## config.mk

```make
export PLATFORM = sky130hd
export DESIGN_NAME = mem_port_arbiter
export DESIGN_NICKNAME = d
export VERILOG_FILES = /design/src/rtl/mem_port_arbiter.sv
export SDC_FILE = /design/constraint.sdc
export NUM_CORES = 1
export LEC_CHECK = 0
export BUFFER_PORTS_ARGS = -buffer_cell sky130_fd_sc_hd__clkbuf_2
export CORE_MARGIN = 2
export CORE_UTILIZATION = 40
export DETAILED_ROUTE_END_ITERATION = 7
export PLACE_DENSITY = 0.73
export SLEW_MARGIN = 20
export SYNTH_ARGS = -nofsm -noshare
export SYNTH_HDL_FRONTEND = slang
export SYNTH_SLANG_ARGS = --single-unit
```

## constraint.sdc

```tcl
create_clock -name clk -period 7.82 [get_ports clk]
set_input_delay 2.346 -clock clk [delete_from_list [all_inputs] [get_ports clk]]
set_output_delay 2.346 -clock clk [all_outputs]
set_load 0.1 [all_outputs]
```

## src/rtl/mem_port_arbiter.sv

```systemverilog
// Shares one memory port between instruction and data requesters, one transaction in flight.
// Capture to next grant takes 4 cycles for a read and 3 for a write; requesters wait unacked while a transaction is in flight.
package mem_port_arbiter_pkg;
   typedef struct packed {
      logic        valid;
      logic [31:0] addr;
      logic [31:0] data;
      logic [3:0]  do_read;
      logic [3:0]  do_write;
   } memory_io_req;

   typedef struct packed {
      logic        valid;
      logic [31:0] data;
   } memory_io_rsp;
endpackage

module mem_port_arbiter
   import mem_port_arbiter_pkg::*;
#(
   parameter int DATA_PRIORITY = 1,
   parameter int TIMEOUT       = 64
) (
   input  logic         clk,
   input  logic         reset,
   input  memory_io_req inst_req,
   output logic         inst_req_ack,
   output memory_io_rsp inst_rsp,
   input  memory_io_req data_req,
   output logic         data_req_ack,
   output memory_io_rsp data_rsp,
   output memory_io_req mem_req,
   input  logic         mem_req_ack,
   input  memory_io_rsp mem_rsp,
   output logic         timeout_err
);
   localparam logic [1:0]  S_IDLE  = 2'd0;
   localparam logic [1:0]  S_ISSUE = 2'd1;
   localparam logic [1:0]  S_WAIT  = 2'd2;
   localparam logic [1:0]  S_RESP  = 2'd3;
   localparam logic [15:0] TMO_LAST = 16'(TIMEOUT - 1);

   logic [1:0]   r_state;
   logic         r_last_grant;   // 1 = data; also names the owner of the in-flight transaction
   logic [15:0]  r_cnt;
   memory_io_req r_mem_req;
   memory_io_rsp r_inst_rsp;
   memory_io_rsp r_data_rsp;
   logic         r_timeout_err;

   logic         w_pick_data;
   logic         w_grant;
   logic         w_write_only;
   logic         w_rsp_set;
   logic         w_timeout;
   logic [31:0]  w_rsp_dat;

   always_comb begin
      w_pick_data = data_req.valid;
      if (inst_req.valid && data_req.valid)
         w_pick_data = (DATA_PRIORITY != 0) ? 1'b1 : ~r_last_grant;
      w_grant = reset && (r_state == S_IDLE) && (inst_req.valid || data_req.valid);
   end

   // Read-and-write requests still wait for read data.
   assign w_write_only = (r_mem_req.do_write != 4'd0) && (r_mem_req.do_read == 4'd0);

   always_comb begin
      w_rsp_set = 1'b0;
      w_rsp_dat = '0;
      w_timeout = 1'b0;
      case (r_state)
         S_ISSUE: w_rsp_set = mem_req_ack && w_write_only;
         S_WAIT: begin
            if (mem_rsp.valid) begin
               w_rsp_set = 1'b1;
               w_rsp_dat = mem_rsp.data;
            end else if (r_cnt == TMO_LAST) begin
               w_rsp_set = 1'b1;
               w_timeout = 1'b1;
            end
         end
         default: ;
      endcase
   end

   always_ff @(posedge clk) begin
      if (!reset) begin
         r_state       <= S_IDLE;
         r_last_grant  <= 1'b1;
         r_cnt         <= '0;
         r_mem_req     <= '0;
         r_inst_rsp    <= '0;
         r_data_rsp    <= '0;
         r_timeout_err <= 1'b0;
      end else begin
         r_inst_rsp.valid <= w_rsp_set && !r_last_grant;
         r_inst_rsp.data  <= (w_rsp_set && !r_last_grant) ? w_rsp_dat : 32'd0;
         r_data_rsp.valid <= w_rsp_set && r_last_grant;
         r_data_rsp.data  <= (w_rsp_set && r_last_grant) ? w_rsp_dat : 32'd0;
         r_timeout_err    <= w_timeout;
         case (r_state)
            S_IDLE: begin
               if (w_grant) begin
                  r_mem_req    <= w_pick_data ? data_req : inst_req;
                  r_last_grant <= w_pick_data;
                  r_state      <= S_ISSUE;
               end
            end
            S_ISSUE: begin
               if (mem_req_ack) begin
                  r_mem_req.valid <= 1'b0;
                  r_cnt           <= '0;
                  r_state         <= w_write_only ? S_RESP : S_WAIT;
               end
            end
            S_WAIT: begin
               if (w_rsp_set) r_state <= S_RESP;
               else           r_cnt   <= r_cnt + 16'd1;
            end
            S_RESP:  r_state <= S_IDLE;
            default: r_state <= S_IDLE;
         endcase
      end
   end

   assign inst_req_ack = w_grant && !w_pick_data;
   assign data_req_ack = w_grant && w_pick_data;
   assign mem_req      = r_mem_req;
   assign inst_rsp     = r_inst_rsp;
   assign data_rsp     = r_data_rsp;
   assign timeout_err  = r_timeout_err;
endmodule

```

==> results of run 1 <==
==> cells in the mapped netlist, types with 2 or more instances <==
library cell / count
inv_1: 9
buf_1: 3
dfxtp_1: 159
o211a_1: 72
ha_1: 5
nor2b_1: 3
and2_1: 2
o21ai_0: 26
buf_6: 3
nor3_1: 2
nand4_1: 7
nand2_1: 111
mux2i_1: 74
a21oi_1: 6
nor4_1: 3
nand3_1: 8
nor2_4: 10
and4_1: 2
nor2_1: 64
or3_1: 2
and3_1: 5
a31oi_1: 6
clkbuf_1: 43
or4_1: 2
o31ai_1: 4
==> stage by stage <==
step / area (sq um) / setup WS, ns / hold WS (ns) / utilization
final: 8660 / 1.90 / 0.494 / 0.551
after global routing: 8650 / 1.83 / 0.514 / 0.551
after CTS: 8650 / 1.88 / 0.494 / 0.551
after detailed placement: 8050 / 1.89 / 0.481 / 0.512
after global placement: 8050 / 1.89 / 0.477 / 0.512
after floorplan: 6340 / 1.33 / 0.451 / -
==> metal layers <==
metal  up-vias  global-route usage  wire length [um]
li1       2862                   -                 -
met1      2526               0.222              6750
met2       214               0.326              8280
met3        25              0.0431               997
met4         0              0.0841               388
met5         -                   0                 0
==> layout make-up <==
class,count,share of cell area
Multi-Input combinational cell,429,0.336
Timing Repair Buffer,328,0.191
Tap cell,216,0.0312
Inverter,9,0.00390
Antenna cell,2,0.000578
Clock inverter,13,0.0172
Sequential cell,159,0.368
Clock buffer,19,0.0523
==> flip-flops by register name, indices dropped and copies added (netlist names) <==
register / count
data_rsp: 33
r_last_grant: 1
mem_req: 73
r_state: 2
inst_rsp: 33
timeout_err: 1
r_cnt: 16
==> final timing paths <==
path           startpoint            to  slack [ns]
min             r_cnt[15]     r_cnt[15]        0.49
max reg2reg    r_state[1]  inst_rsp[23]        5.14
min reg2reg     r_cnt[15]     r_cnt[15]        0.49
max          data_req[72]  data_req_ack        1.90
==> worst max-delay path: stages <==
cell      delay, ns
buf_4          0.50
and3_1         0.25
clkbuf_2       0.46
==> power by group through the flow <==
stage	Clock [mW]	Combinational, mW	Sequential (mW)
CTS	0.838	1.71	1.04
detailed placement	0	1.71	1.06
global placement	0	1.70	1.05
floorplan	0	0.427	2.05
finish	0.820	1.70	1.04
global route	0.879	1.78	1.06
==> cells by family (layout without fill, tap and decap cells) <==
kind of cell | Yosys count | in the layout | share of synthesized area
flops | 159 | 159 | 0.502
buf+inv | 59 | 369 | 0.0410
mux | 74 | 74 | 0.117
fa+ha+maj | 5 | 5 | 0.00986
simple gates | 228 | 228 | 0.170
compound gates | 122 | 122 | 0.161
other cells | 0 | 2 | 0
==> results.md, run 1 <==
- Register area: 0.00318 sq mm
- Slew @ Worst Pin: 0.943 ns
- WP data required: 5.47 ns
- Die height: 130 um
- PD cells: 412 mW/mm^2
- Largest net degree at the start of global routing: 87
- Max Transition Viols Final: 0
- Fmax: 0.169 GHz
- Cts-stage hold buffer count: 0
- HP Class: reg -> reg
- Sum Neg Setup Slack: 0 ns
- Clock sinks: 159
- Final std cells w/o fill: 1175
- Die width: 130 um
- Overall power: 3.56 mW
- CTS Buf Count: 17
- Internal: 1.73 mW
- Slew headroom: 0.366
- Critical Path Start Type: primary input
- Area delta synth->final: 36.5%
- Synth async-reset ratio: 0
- CP endpoint kind: output pin
- Power share of the clock group: 0.230
- Hpwl dp: 12000 um
- Starting Density: 0.404
- Area of the multi-input gates: 0.00291 sq mm
- Max FO, Critical Path: 40
- Hold Path Cell Cnt: 2
- Net Sw Frac: 0.514
- Root Driver: clkbuf_16
- Tmin final: 5.92 ns
- Core footprint: 0.0157 sq mm
- Register area share after synthesis: 0.502
- Peak supply drop: 0.351 mV
- Port bufs: 323
- Gr ovfl total: 0
- Final Skew: 0.00778 ns
- Commonest non-fill, non-tap cell in the layout: clkbuf_2
- Nets: 1131
- Final hold violation count: 0
- Psw: 1.83 mW
- Final wirelength: 16400 um
- Number of post-CTS setup repair buffers: 0
- Clk Latency, worst-skew pair: 0.42 ns
- Post-synth EDFFs: 0
- GRT Total Usage: 0.188
- Pleak: 4.71 nW
- I/O pin count: 324
- Synthesized net count: 834
- RSZ-0062 raised after global routing: no
- Top post-synthesis cells by area: dfxtp_1, mux2i_1, o211a_1, nand2_1, nor2_1
- First DRT Iteration DRCs: 305
- First-pass GRT wire length: 24600 um
- Mapped Cells: 647
- CTS H-tree lvls: 4
- Commonest cells after routing, fill and taps aside: clkbuf_2, dfxtp_1, nand2_1, mux2i_1, o211a_1
- Top FF cell, synth: dfxtp_1
- Number of vias in the routed layout: 5627
- WS Path Type: in -> out
- Routed Antenna Nets: 0
- Post-Syn Area: 0.00634 sq mm
- Post_cts resized: 0
- Status: complete, no violations
- YS warnings: 0
- Area share of the largest cell type after synthesis: 0.502
- Number of antenna violations at the first check in global routing: 1
- Reg power frac: 0.293
- Worst Path Arrival: 3.58 ns
- Final setup viols: 0
- Number of max-cap violations: 0
- Yosys top cell by area: dfxtp_1
- Via count of the first global-routing pass: 4920
- Worst-path clk slew: 0.06 ns
- Fill count: 1430
- Post-route DRC: 0
- FF-to-FF path depth: 7
- Flops & latches, synth: 159
- Share of cells above drive strength 1: 0.392
- Die area: 0.0169 sq mm
- First-pass iteration count of the detailed router: 4
- Fin crit share: 0.757
- WL per Instance: 14.0 um
- Bufs on Longest Clock Path: 2
- Row count: 46
- Vias per cell: 4.79
- Combinational share of power: 0.477
- Avg Cell Area, Syn: 9.80 sq um
- Placer congestion estimate: 0.824
- Placed cells: 1141
- CTS tree: done
- Netlist cell types: 41
No activity file was read; power rests on OpenSTA's default activity.
==> inputs of run 2 (changes only) <==
Settings changed: PLACE_DENSITY 0.73 to 0.76.
Clock period 7.82 ns to 5.1 ns, I/O delays scaled along.
==> results.md, run 2 (same netlist as run 1, synthesis figures left out) <==
- Hpwl dp: 12000 um
- Clock sinks: 159
- Via count of the first global-routing pass: 5016
- Number of flip-flops under the largest register name: 73
- Fmax: 0.240 GHz
- Pleak: 4.70 nW
- Worst R2R Start: r_state[1]
- WS Path Type: in -> out
- Fill count: 1461
- Slew headroom: 0.293
- Commonest non-fill, non-tap cell in the layout: clkbuf_2
- Vias per cell: 4.82
- Routed Antenna Nets: 0
- Largest net degree at the start of global routing: 86
- Diodes inserted: 0
- Port bufs: 323
- Number of max-cap violations: 0
- Final wirelength: 16100 um
- RSZ-0062 raised after global routing: no
- CTS tree: done
- Overall power: 5.45 mW
- Starting Density: 0.404
- Post_cts resized: 0
- Placer congestion estimate: 0.814
- Tmin final: 4.16 ns
- FF-to-FF path depth: 7
- PD cells: 631 mW/mm^2
- CTS H-tree lvls: 4
- Die area: 0.0169 sq mm
- Setup slack, reg-to-reg: 2.15 ns
- Cts-stage hold buffer count: 0
- Worst Path Arrival: 2.63 ns
- CTS Buf Count: 17
- Nets: 1131
- Sum Neg Setup Slack: 0 ns
- Fin crit share: 0.817
- Die height: 130 um
- Worst-path clk slew: 0.07 ns
- Worst hold path startpoint: mem_req[68]
- Share of cells above drive strength 1: 0.393
- Number of antenna violations at the first check in global routing: 0
- First-pass GRT wire length: 24600 um
- Slew @ Worst Pin: 1.06 ns
- Number of vias in the routed layout: 5649
- WP data required: 3.57 ns
- Peak supply drop: 0.408 mV
- Number of post-CTS setup repair buffers: 0
- HP Class: reg -> reg
- Critical Path Start Type: primary input
- Area delta synth->final: 36.3%
- GRT Total Usage: 0.186
- Status: complete, no violations
- Post-route DRC: 0
- Gr ovfl total: 0
- Max FO, Critical Path: 23
- Row count: 46
- Final hold violation count: 0
- Root Driver: clkbuf_16
- Hold EP: mem_req[68]
- Die width: 130 um
- Clk Latency, worst-skew pair: 0.42 ns
- Core footprint: 0.0157 sq mm
- Bufs on Longest Clock Path: 2
- Slowest cell on the critical path: clkbuf_2
- WL per Instance: 13.7 um
- Hold Path Cell Cnt: 1
- CP peak stage delay: 0.48 ns
- Crit path cell chain: buf_4 > and3_1 > clkbuf_2
- Commonest cells after routing, fill and taps aside: clkbuf_2, dfxtp_1, nand2_1, mux2i_1, o211a_1
- First DRT Iteration DRCs: 250
- First-pass iteration count of the detailed router: 4
- Max Transition Viols Final: 0
- Reg2Reg Capture Point: inst_rsp[31]
- Final setup viols: 0
- CP endpoint kind: output pin
- I/O pin count: 324
- Final Skew: 0.00991 ns
[run 2: cell count changes in the layout (fill, tap and decap cells not counted), sizes merged]
cell / delta
clkinvlp: +1
clkbuf: -2
bufinv: -1
diode: -2
inv: +2
[run 2: worst max path at each step]
| stage | startpoint | end | slack, ns | depth (start not counted) |
|---|---|---|---|---|
| floorplan | data_req[72] | data_req_ack | 0.25 | 4 |
| global placement | data_req[72] | data_req_ack | 0.94 | 3 |
| detailed placement | data_req[72] | data_req_ack | 0.93 | 3 |
| CTS | data_req[72] | data_req_ack | 0.93 | 3 |
| global route | data_req[72] | data_req_ack | 0.91 | 3 |
| finish | data_req[72] | data_req_ack | 0.94 | 3 |
[run 2: final cells by class]
type,count,area (sq um),share of cell area
timing repair buffer,328,1660,0.192
clock inverter,15,166,0.0193
multi-input combinational,429,2910,0.336
sequential,159,3180,0.368
clock buffer,17,425,0.0492
inverter,9,33.8,0.00391
tap,216,270,0.0313
[run 2: routing by layer]
metal / part of all wire / track usage / up-vias / routed length (um)
li1: - / - / 2871 / -
met1: 0.42 / 0.220 / 2524 / 6690
met2: 0.49 / 0.319 / 225 / 7920
met3: 0.061 / 0.0447 / 29 / 983
met4: 0.032 / 0.0892 / 0 / 518
met5: 0 / 0 / - / 0
[run 2: metrics by stage]
stage               instances  instance area, sq um   util  hold WS (ns)  setup slack, ns
floorplan                 647                  6340      -         0.451            0.246
global placement         1141                  8050  0.512         0.473            0.938
detailed placement       1141                  8050  0.512         0.485            0.931
CTS                      1173                  8640  0.550         0.496            0.931
global route             1173                  8640  0.550         0.514            0.911
finish                   1173                  8640  0.550         0.496            0.935
[run 2: worst max-delay path, delay by kind of cell]
kind                   cells  cell delay (ns)
buffers and inverters      2             0.81
AND/OR/NAND/NOR            1             0.29
[run 2: power by group]
part	leakage (nW)	switching [mW]	internal [mW]	total [mW]
Combinational	3.11	2.15	0.472	2.62
Clock	0.284	0.577	0.658	1.23
Sequential	1.30	0.128	1.47	1.60
==> inputs of run 3 (changes only) <==
Settings changed: ABC_AREA set to 1, PLACE_DENSITY 0.76 to 0.75.
Clock period 5.1 ns to 3.7 ns, I/O delays scaled along.
==> results.md, run 3 <==
- Fill count: 1521
- Count leader, synth: nand2_1
- Share of cells above drive strength 1: 0.391
- Hold WS: 0.491 ns
- Row count: 46
- Slew headroom: 0.361
- Area delta synth->final: 36.1%
- Register area: 0.00318 sq mm
- Gr ovfl total: 0
- Status: complete, no violations
- Port bufs: 323
- Number of antenna violations at the first check in global routing: 1
- Peak supply drop: 0.345 mV
- Area share of the largest cell type after synthesis: 0.494
- Most frequent cells after synthesis: nand2_1, dfxtp_1, a31oi_1, inv_1, nor3_2
- Worst-path clk slew: 0.07 ns
- Cell area after layout: 0.00877 sq mm
- Netlist cell types: 34
- Hpwl dp: 13600 um
- Area of the multi-input gates: 0.00276 sq mm
- End of the critical path: inst_req_ack
- Synthesized net count: 990
- WL per Instance: 14.2 um
- First DRT Iteration DRCs: 319
- First-pass iteration count of the detailed router: 5
- Number of flip-flops under the largest register name: 73
- Top post-synthesis cells by area: dfxtp_1, nand2_1, nor3_2, a31oi_1, inv_1
- Bufs on Longest Clock Path: 2
- Nets: 1291
- CP endpoint kind: output pin
- Max FO, Critical Path: 3
- Mapped Cells: 803
- Commonest non-fill, non-tap cell in the layout: clkbuf_2
- Diodes inserted: 0
- Final wirelength: 18900 um
- Die width: 131 um
- Cts-stage hold buffer count: 0
- Reg2Reg Capture Point: r_cnt[0]
- Final Skew: 0.0124 ns
- Root Driver: clkbuf_16
- Crit path cell chain: clkbuf_2 > o21ai_1 > nor2_2 > inv_2 > or2_1 > inv_2 > buf_12
- WP data required: 2.59 ns
- Vias per cell: 4.74
- Via count of the first global-routing pass: 5638
- Sum Neg Setup Slack: 0 ns
- I/O pin count: 324
- Fmax: 0.326 GHz
- Top Family by Delay on Critical Path: buffers and inverters
- Die height: 131 um
- Clock sinks: 159
- WP depth: 7
- CTS tree: done
- Slowest cell on the critical path: or2_1
- Final std cells w/o fill: 1333
- CTS Buf Count: 17
- Final hold violation count: 0
- Setup ws final: 0.631 ns
- First-pass GRT wire length: 28500 um
- Number of vias in the routed layout: 6315
- Worst R2R Start: r_state[0]
- Slew @ Worst Pin: 0.958 ns
- Number of post-CTS setup repair buffers: 0
- Setup slack, reg-to-reg: 1.16 ns
- Placer congestion estimate: 0.895
- CP startpoint: data_req[72]
- Post-route DRC: 0
- Placed cell area: 0.00816 sq mm
- CTS H-tree lvls: 4
- Critical Path Start Type: primary input
- GRT Total Usage: 0.214
- RSZ-0062 raised after global routing: no
- Core footprint: 0.0158 sq mm
- Starting Density: 0.407
- Largest net degree at the start of global routing: 85
- HP Class: reg -> reg
- PD cells: 656 mW/mm^2
- Most used cell along the critical path: inv_2
- Post-Syn Area: 0.00644 sq mm
- WS Path Type: in -> out
- Top FF cell, synth: dfxtp_1
- Pleak: 3.95 nW
- Worst Path Arrival: 1.96 ns
- YS warnings: 0
- FF-to-FF path depth: 9
- Post_cts resized: 0
- Post-synth EDFFs: 0
- CP peak stage delay: 0.21 ns
- CP bufs+invs: 4
- Final setup viols: 0
- Tmin final: 3.07 ns
- Max Transition Viols Final: 0
- Register area share after synthesis: 0.494
- Fin crit share: 0.830
- Die area: 0.0171 sq mm
- Synth async-reset ratio: 0
- Flops & latches, synth: 159
- Commonest cells after routing, fill and taps aside: clkbuf_2, nand2_1, dfxtp_1, a31oi_1
- Yosys top cell by area: dfxtp_1
- Placed cells: 1301
- Clk Latency, worst-skew pair: 0.43 ns
- Number of max-cap violations: 0
- Routed Antenna Nets: 0
- Avg Cell Area, Syn: 8.03 sq um
- Pre-CTS setup slack: 0.615 ns
run 3: cell count changes after synthesis, sizes merged, moves of 17 or more:
cell,delta
o21ai,-20
o211a,-72
mux2i,-74
nor2,-31
a31oi,+63
buf,+17
inv,+55
nor3,+67
clkbuf,-18
nand2,+164
nand3,+22
run 3: power breakdown:
part / internal [mW] / switching (mW)
logic: 0.401 / 1.62
registers: 1.86 / 0.0874
clock network: 0.977 / 0.818
run 3: per-layer routing:
| metal | share of wire | vias to the layer above | global-route usage |
|---|---|---|---|
| met3 | 0.086 | 30 | 0.0741 |
| li1 | - | 3216 | - |
| met2 | 0.49 | 261 | 0.357 |
| met1 | 0.40 | 2806 | 0.252 |
| met4 | 0.026 | 2 | 0.0914 |
| met5 | 0.00058 | - | 0 |
run 3: layout make-up:
| class | count | area share |
|---|---|---|
| Clock buffer | 17 | 0.0485 |
| Clock inverter | 15 | 0.0211 |
| Inverter | 65 | 0.0278 |
| Multi-Input combinational cell | 530 | 0.314 |
| Sequential cell | 159 | 0.363 |
| Tap cell | 216 | 0.0308 |
| Timing Repair Buffer | 331 | 0.195 |
run 3: logic make-up after synthesis:
logic type	share of synthesized area
XOR/XNOR	0.00272
adder cells (fa/ha/maj)	0.00971
AO/OA/AOI/OAI	0.0932
AND/OR/NAND/NOR	0.321
flip-flops	0.494
buffers and inverters	0.0794
run 3: tightest hold or removal path, cell delays in order, from the launching register on:
cell and delay [ns]:
dfxtp_1 0.31, nand2_1 0.06, a31oi_1 0.07
run 3: how the worst min path moves through the flow:
stage                           start           to  slack, ns  depth (start not counted)
after floorplan              r_cnt[3]     r_cnt[3]       0.46                          2
after global placement    mem_req[72]  mem_req[72]       0.47                          2
after detailed placement  mem_req[13]  mem_req[13]       0.48                          2
after CTS                 mem_req[41]  mem_req[41]       0.49                          2
after global routing      mem_req[54]  mem_req[54]       0.50                          2
final                     mem_req[53]  mem_req[53]       0.49                          2
run 3: through the flow:
stage           util  power [mW]
2_1_floorplan      -        3.59
3_3_place_gp   0.516        4.00
3_5_place_dp   0.516        4.01
4_1_cts        0.554        5.82
5_1_grt        0.554        6.04
6_report       0.554        5.76
